## config.mk

```make
export PLATFORM = sky130hd
export DESIGN_NAME = adder_arbiter
export DESIGN_NICKNAME = d
export VERILOG_FILES = /design/src/rtl/adder_arbiter.sv
export SDC_FILE = /design/constraint.sdc
export NUM_CORES = 1
export LEC_CHECK = 0
export BUFFER_PORTS_ARGS = -buffer_cell sky130_fd_sc_hd__buf_2
export CAP_MARGIN = 0
export CORE_ASPECT_RATIO = 0.8
export CORE_MARGIN = 1
export CORE_UTILIZATION = 49
export CTS_CLUSTER_DIAMETER = 30
export DETAILED_ROUTE_END_ITERATION = 16
export HOLD_SLACK_MARGIN = 0.03
export PLACE_DENSITY = 0.79
export SKIP_LAST_GASP = 1
export SYNTH_ARGS = -nofsm -noshare
export SYNTH_HDL_FRONTEND = slang
export SYNTH_SLANG_ARGS = --single-unit
```

## constraint.sdc

```tcl
create_clock -name clk -period 4 [get_ports clk]
set_input_delay 0.4 -clock clk [delete_from_list [all_inputs] [get_ports clk]]
set_output_delay 0.4 -clock clk [all_outputs]
set_load 0.01 [all_outputs]
```

## src/rtl/adder_arbiter.sv

```systemverilog
// Round-robin arbiter feeding one shared fixed-latency adder, with a credit-guarded result FIFO.
// Define ADDER_ARBITER_PARITY_EN to add rsp_odd (LSB of the stored sum) to the response port.
module adder_arbiter #(
  parameter int W     = 8,
  parameter int N     = 4,
  parameter int LAT   = 2,
  parameter int DEPTH = 4
) (
  input  logic                   clk,
  input  logic                   rst_n,
  input  logic [N-1:0]           req_valid,
  input  logic [N*W-1:0]         req_a,
  input  logic [N*W-1:0]         req_b,
  output logic [N-1:0]           req_ready,
  output logic [W-1:0]           add_a,
  output logic [W-1:0]           add_b,
  input  logic [W:0]             add_sum,
  output logic                   rsp_valid,
  input  logic                   rsp_ready,
  output logic [W:0]             rsp_sum,
  output logic [$clog2(N)-1:0]   rsp_id
`ifdef ADDER_ARBITER_PARITY_EN
  ,
  output logic                   rsp_odd
`endif
);

  localparam int IW = $clog2(N);
  localparam int PW = (DEPTH > 1) ? $clog2(DEPTH) : 1;
  localparam int CW = $clog2(DEPTH + 1);

  logic [IW-1:0] ptr;
  logic [LAT-1:0] tag_v;
  logic [IW-1:0] tag_id [LAT];
  logic [PW-1:0] wr_ptr, rd_ptr;
  logic [CW-1:0] count, inflight;
  logic [W:0]    mem_sum [DEPTH];
  logic [IW-1:0] mem_id [DEPTH];
`ifdef ADDER_ARBITER_PARITY_EN
  logic          mem_odd [DEPTH];
`endif

  logic          gnt_found;
  logic [IW-1:0] gnt_id;
  logic [IW:0]   cand;
  logic [IW-1:0] idx;
  logic [CW:0]   used;
  logic          credit, grant, wr_en, pop;

  // First valid requester at or after ptr, wrapping modulo N (N need not be a power of two).
  always_comb begin
    gnt_found = 1'b0;
    gnt_id    = '0;
    cand      = '0;
    idx       = '0;
    for (int k = 0; k < N; k++) begin
      cand = {1'b0, ptr} + (IW+1)'(k);
      if (cand >= (IW+1)'(N)) cand = cand - (IW+1)'(N);
      idx = cand[IW-1:0];
      if (!gnt_found && req_valid[idx]) begin
        gnt_found = 1'b1;
        gnt_id    = idx;
      end
    end
  end

  // Credit covers both buffered and still-in-the-adder results, so the FIFO can never overflow.
  assign used      = {1'b0, count} + {1'b0, inflight};
  assign credit    = used < (CW+1)'(DEPTH);
  assign grant     = rst_n && gnt_found && credit;
  assign req_ready = grant ? (N'(1) << gnt_id) : '0;
  assign add_a     = grant ? req_a[gnt_id*W +: W] : '0;
  assign add_b     = grant ? req_b[gnt_id*W +: W] : '0;

  assign wr_en     = tag_v[LAT-1];
  assign rsp_valid = (count != '0);
  assign pop       = rsp_valid && rsp_ready;
  assign rsp_sum   = rsp_valid ? mem_sum[rd_ptr] : '0;
  assign rsp_id    = rsp_valid ? mem_id[rd_ptr] : '0;
`ifdef ADDER_ARBITER_PARITY_EN
  assign rsp_odd   = rsp_valid ? mem_odd[rd_ptr] : 1'b0;
`endif

  always_ff @(posedge clk or negedge rst_n) begin
    if (!rst_n) begin
      ptr      <= '0;
      tag_v    <= '0;
      wr_ptr   <= '0;
      rd_ptr   <= '0;
      count    <= '0;
      inflight <= '0;
    end else begin
      if (grant) ptr <= (gnt_id == IW'(N - 1)) ? '0 : gnt_id + IW'(1);
      tag_v[0] <= grant;
      for (int k = 1; k < LAT; k++) tag_v[k] <= tag_v[k-1];
      if (wr_en) wr_ptr <= wr_ptr + PW'(1);
      if (pop)   rd_ptr <= rd_ptr + PW'(1);
      count    <= count + CW'(wr_en) - CW'(pop);
      inflight <= inflight + CW'(grant) - CW'(wr_en);
    end
  end

  // Tag ids and FIFO payload are qualified by tag_v / count, so they need no reset.
  always_ff @(posedge clk) begin
    tag_id[0] <= gnt_id;
    for (int k = 1; k < LAT; k++) tag_id[k] <= tag_id[k-1];
    if (wr_en) begin
      mem_sum[wr_ptr] <= add_sum;
      mem_id[wr_ptr]  <= tag_id[LAT-1];
`ifdef ADDER_ARBITER_PARITY_EN
      mem_odd[wr_ptr] <= add_sum[0];
`endif
    end
  end

endmodule

```

# Word level (Yosys, flattened, before mapping)
# Memories as Yosys holds them, arrays and structs flattened.
# Cells that the tools add are included.
[word_totals] register_bits=14 ram_bits=48 inputBits=80 out_inout_bits=32 elab_cells=75 mem_count=3
[memory_table] memory="mem_sum" words=4 word_bits=9 rd=1 rd_clocked_by_memory_dff=0 wr=1 line_no="37" rtl="logic [W:0] mem_sum [DEPTH];"
[memory_table] memory="mem_id" words=4 word_bits=2 rd=1 rd_clocked_by_memory_dff=0 wr=1 line_no="38" rtl="logic [IW-1:0] mem_id [DEPTH];"
[memory_table] memory="tag_id" words=2 word_bits=2 rd=2 rd_clocked_by_memory_dff=0 wr=2 line_no="34" rtl="logic [IW-1:0] tag_id [LAT];"
[op_classes] addsub=15 magnitude_cmp=9 eq_ne=1 shift=3 muxes=28 n_reduce_logical=10
[op_table] operator="variable part select 32 x 6 -> 8 bit" n=2
[op_table] operator="two-way mux 2 bit" n=10
[op_table] operator="two-way mux 8 bit" n=2
[op_table] operator="less-than comparator 2 x 3 -> 1 bit (second input constant)" n=4
[op_table] operator="two-way mux 1 bit" n=10
[op_table] operator="greater-or-equal comparator 3 bit (second input constant)" n=3
[op_table] operator="two-way mux 9 bit" n=1
[op_table] operator="binary-select mux 1 bit (select 2 bit)" n=4
[op_table] operator="subtractor 2 x 1 -> 2 bit (second input constant)" n=4
[op_table] operator="adder 2 x 1 -> 2 bit (second input constant)" n=3
[op_table] operator="adder 2 x 2 -> 3 bit (second input constant)" n=2
[op_table] operator="adder 3 x 1 -> 3 bit" n=2
[op_table] operator="logical AND 1 bit" n=6
[op_table] operator="subtractor 3 x 1 -> 3 bit" n=2
[op_table] operator="adder 3 x 3 -> 4 bit" n=1
[op_table] operator="less-than comparator 4 x 3 -> 1 bit (second input constant)" n=1
[op_table] operator="two-way mux 4 bit" n=1
[op_table] operator="<< shifter 1 x 2 -> 4 bit (first input constant)" n=1
[op_table] operator="adder 2 x 1 -> 3 bit (second input constant)" n=1
[op_table] operator="greater-or-equal comparator 2 x 3 -> 1 bit (second input constant)" n=1
[op_table] operator="logical NOT 1 bit" n=3
[op_table] operator="nonzero test 3 bit" n=1
[op_table] operator="== test 2 bit (second input constant)" n=1

# Logic depth before layout (Yosys ltp)
[logic_depth] word_depth=18 mapped_depth=10 ltp_nobuf=10

# Worst setup path before layout
# No wires, ideal clock.
[synth_timing] path_type="reg-to-reg" from="register count[2]" to="register inflight[2]" setup_time_ps=123 t_arrival_ps=2702 setup_slack_ps=1175 stages_incl_launch_ff=11 n_path_buf=0 cell_sequence="dfrtp_1 ha_1 or4b_4 a311oi_4 inv_2 ha_1 inv_1 ha_1 fa_1 xnor2_1 xnor2_1"
[synth_between] elab_chain_len=5
[synth_rtl] element="start, declared" line_no="36" rtl="logic [CW-1:0] count, inflight;"
[synth_rtl] element="start signal, assigned" line_no="98" rtl="count <= count + CW'(wr_en) - CW'(pop);"
[synth_rtl] element="adder 3 x 3 -> 4 bit" line_no="68" rtl="assign used = {1'b0, count} + {1'b0, inflight};"
[synth_rtl] element="less-than comparator 4 x 3 -> 1 bit" line_no="69" rtl="assign credit = used < (CW+1)'(DEPTH);"
[synth_rtl] element="logical AND 1 bit" line_no="70" rtl="assign grant = rst_n && gnt_found && credit;"
[synth_rtl] element="net grant" line_no="48" rtl="logic credit, grant, wr_en, pop;"
[synth_rtl] element="adder 3 x 1 -> 3 bit" line_no="99" rtl="inflight <= inflight + CW'(grant) - CW'(wr_en);"
[synth_rtl] element="subtractor 3 x 1 -> 3 bit" line_no="99"
[synth_rtl] element="end signal, assigned" line_no="99"
[synth_rtl] element="end, declared" line_no="36"
# The timed path passes the listed nets, and every way through them passes these cells.
# A chain may end at the register's enable or synchronous reset.

# Worst setup path after layout
[layout_timing] from="input port rst_n" to="output port add_a[5]"
[layout_between] elab_chain_len=3
[layout_rtl] element="start, declared" line_no="10" rtl="input logic rst_n,"
[layout_rtl] element="logical AND 1 bit (2 in series)" line_no="70"
[layout_rtl] element="net grant" line_no="48"
[layout_rtl] element="two-way mux 8 bit" line_no="72" rtl="assign add_a = grant ? req_a[gnt_id*W +: W] : '0;"
[layout_rtl] element="end, declared" line_no="15" rtl="output logic [W-1:0] add_a,"
# The timed path passes the listed nets, and every way through them passes these cells.

==> flow_summary.yaml <==
run_status:
  status: "completed"
route:
  firstDrtPassIters: 5
  vias: 2246
  drcViolationCount: 0
  wirelength_um: 6292
  wl_per_cell_um: 14.98
  routed_via_density: 5.348
  drtIter0Drc: 48
  drtAntennaViolNets: 0
global_route:
  grt_pass1_vias: 2171
  grt_overflow: 0
  grt_pass1_wl_um: 10210
  antenna_found_initial: 0
  grtUsageTotal_pct: 20.33
  grt_max_degree: 33
floorplan:
  boundaryPins: 112
  die-area_mm2: 0.006568
  fp.dieH_um: 72.69
  start_util_pct: 51.23
  die_width_um: 90.36
  rows: 25
  core_area_mm2: 0.005974
pwr:
  p_per_area_mw_per_mm2: 681.3
  power.leakage_nw: 1.632
  vdd_drop_max_mv: 0.5062
timing:
  post-route-period-util_pct: 91.32
  tightest_slew_ns: 1.272
  finalSetupViolCount: 0
  skew_ns: 0.01004
  max_freq_mhz: 273.8
  setup_tns_ns: 0
  relSlewSlack_pct: 14.81
  fin_crit_ns: 3.653
  rsz0062_at_grt: "false"
  hold_violations: 0
  drv_slew: 0
  setup_ws_ns: 0.3474
setup_path:
  path_delay_family: "buffers and inverters"
  cp-start-kind: "input pin"
  critPathBufInv: 4
  slowest_stage: "or4b_4"
  arrival_ns: 3.25
  r2r-end: "inflight[2]"
  slowest_delay_ns: 0.52
  path_cells: "dlygate4sd3_1, buf_2, or4b_4, a311oi_4, o21a_2, buf_4, a221oi_1, a21oi_1, buf_2"
  required_ns: 3.60
  crit_top_cell: "buf_2"
  crit_fanout: 19
  reg2regPathDepth: 10
  r2r_slack_ns: 1.01
  r2r-start: "count[2]"
  path_class: "input pin to output pin"
  end_kind: "output pin"
placement:
  portBuffers: 111
  dp.cells: 403
  place_ws_ns: 0.7410
  gp_congestion: 0.8157
  hpwl_um: 4590
finish:
  nFillCells: 483
  syn2layout_area_growth_pct: 26.86
  final_nets: 430
  final_util_pct: 64.98
  n_antenna_cell: 0
  post_layout_nonfiller_instances: 420
  drive_above_1_share_pct: 42.77
synth:
  ys_async_sr_fraction_pct: 22.58
  synth-main-ff-cell: "edfxtp_1"
  synth_edf_count: 44
  synth_area_per_cell_um2: 13.85
  synth_top_area_cell: "edfxtp_1"
  yosysWarnings: 0
  synth_nets: 317
  synthTopCellsByCount: "edfxtp_1, and2_1, a21oi_1"
  synth_area_mm2: 0.003060
  yosysSeqAreaShare_pct: 57.24
  synth_top_area_share_pct: 43.17
  synth-seq-cells: 62
  yosysMostFrequentCell: "edfxtp_1"
  netlist_instances: 221
  synth_area_leaders: "edfxtp_1, dfrtp_1, mux4_2, ha_1, a221oi_1"
  synth_cell_types: 35
job:
  cap_violations: 0
min_path:
  min_path_cells: 1
  whs_endpoint: "mem_sum[3][6]"
  hold_path.class: "input pin to register"
  holdCritStartpoint: "add_sum[6]"
clock_network:
  h-tree-depth: 3
  cts_tree: "built"
  insertion_delay_ns: 0.33
  clock_path_buffers: 2
  cts-root-buf: "clkbuf_8"
  cts_sinks: 62
  cts_made_buffers: 9
  clkTransAtPathRegs_ns: 0.07
[state kept, by name, summed over array words and instances, names as in the netlist]
| name | flops |
|---|---|
| ptr | 2 |
| tag_v | 2 |
| count | 3 |
| tag_id | 4 |
| rd_ptr | 2 |
| mem_id | 8 |
| inflight | 3 |
| wr_ptr | 2 |
| mem_sum | 36 |
[how the worst max path moves through the flow]
stage	start	endpoint	slack (ns)	cells past startpoint
final	rst_n	add_a[5]	0.35	9
after global routing	rst_n	add_a[5]	0.14	9
after CTS	rst_n	add_a[5]	0.20	9
after detailed placement	rst_n	add_a[5]	0.74	8
after global placement	rst_n	add_a[5]	0.82	8
after floorplan	count[2]	inflight[2]	1.17	10
[worst register-to-register path: cells and delay by family, from the launching register on]
kind            cells  cell delay [ns]
flops               1             0.40
simple gates        1             0.53
buf+inv             2             0.15
fa+ha+maj           4             1.14
xor+xnor            2             0.32
compound gates      1             0.39
[power by group]
group	total [mW]	leakage, nW	internal [mW]	switching, mW
Combinational	1.12	0.937	0.550	0.566
Clock	0.526	0.0937	0.288	0.237
Sequential	1.00	0.601	0.853	0.151
[cell usage in the layout (no fill, tap or decap), types with 3 or more instances in the layout]
master / netlist / routed
a221oi_1: 16 / 16
nand2_1: 8 / 8
inv_1: 12 / 12
edfxtp_1: 44 / 44
buf_4: 3 / 3
mux4_2: 11 / 11
xnor2_1: 5 / 5
clkbuf_8: 0 / 9
dfxtp_1: 4 / 4
ha_1: 14 / 14
dfrtp_1: 14 / 14
a22oi_1: 16 / 16
and2_1: 20 / 20
buf_2: 3 / 111
a21oi_1: 19 / 19
[layout make-up]
cell class | instances | area, um^2 | share of cell area, %
Multi-Input combinational cell | 133 | 1197 | 30.84
Sequential cell | 62 | 1752 | 45.12
Inverter | 13 | 48.80 | 1.257
Clock inverter | 7 | 71.32 | 1.837
Clock buffer | 9 | 123.9 | 3.190
Timing Repair Buffer | 115 | 588.1 | 15.15
Tap cell | 81 | 101.3 | 2.610
[layer usage]
metal | track usage, % | share of wire [%] | up-vias | wire, um
li1 | - | - | 1079 | -
met1 | 24.81 | 42 | 1087 | 2673
met2 | 35.45 | 51 | 76 | 3236
met3 | 6.875 | 5.6 | 4 | 351
met4 | 4.839 | 0.48 | 0 | 30
met5 | 0 | 0 | - | 0
[what timing repair did]
action	CTS	global route
gates resized for setup	0	1
buffers inserted	0	0
hold buffers	1	0
hold endpoints to repair	14	0
setup endpoints to repair	0	2
[cells by family after synthesis]
logic type,after synthesis,synth area share [%]
buf+inv,26,3.679
fa+ha+maj,16,7.032
mux,11,8.095
xor+xnor,7,2.003
compound gates,60,14.15
flops,62,57.24
simple gates,39,7.809
[through the flow]
stage	hold slack [ns]	cell area [um^2]	total power, mW
3_5_place_dp	0.3121	3676	2.148
6_report	0.2833	3882	2.645
2_1_floorplan	0.1044	3060	1.778
4_1_cts	0.2649	3881	2.681
3_3_place_gp	0.3056	3676	2.103
5_1_grt	0.2541	3882	2.856
(Power assumes the default switching activity.)
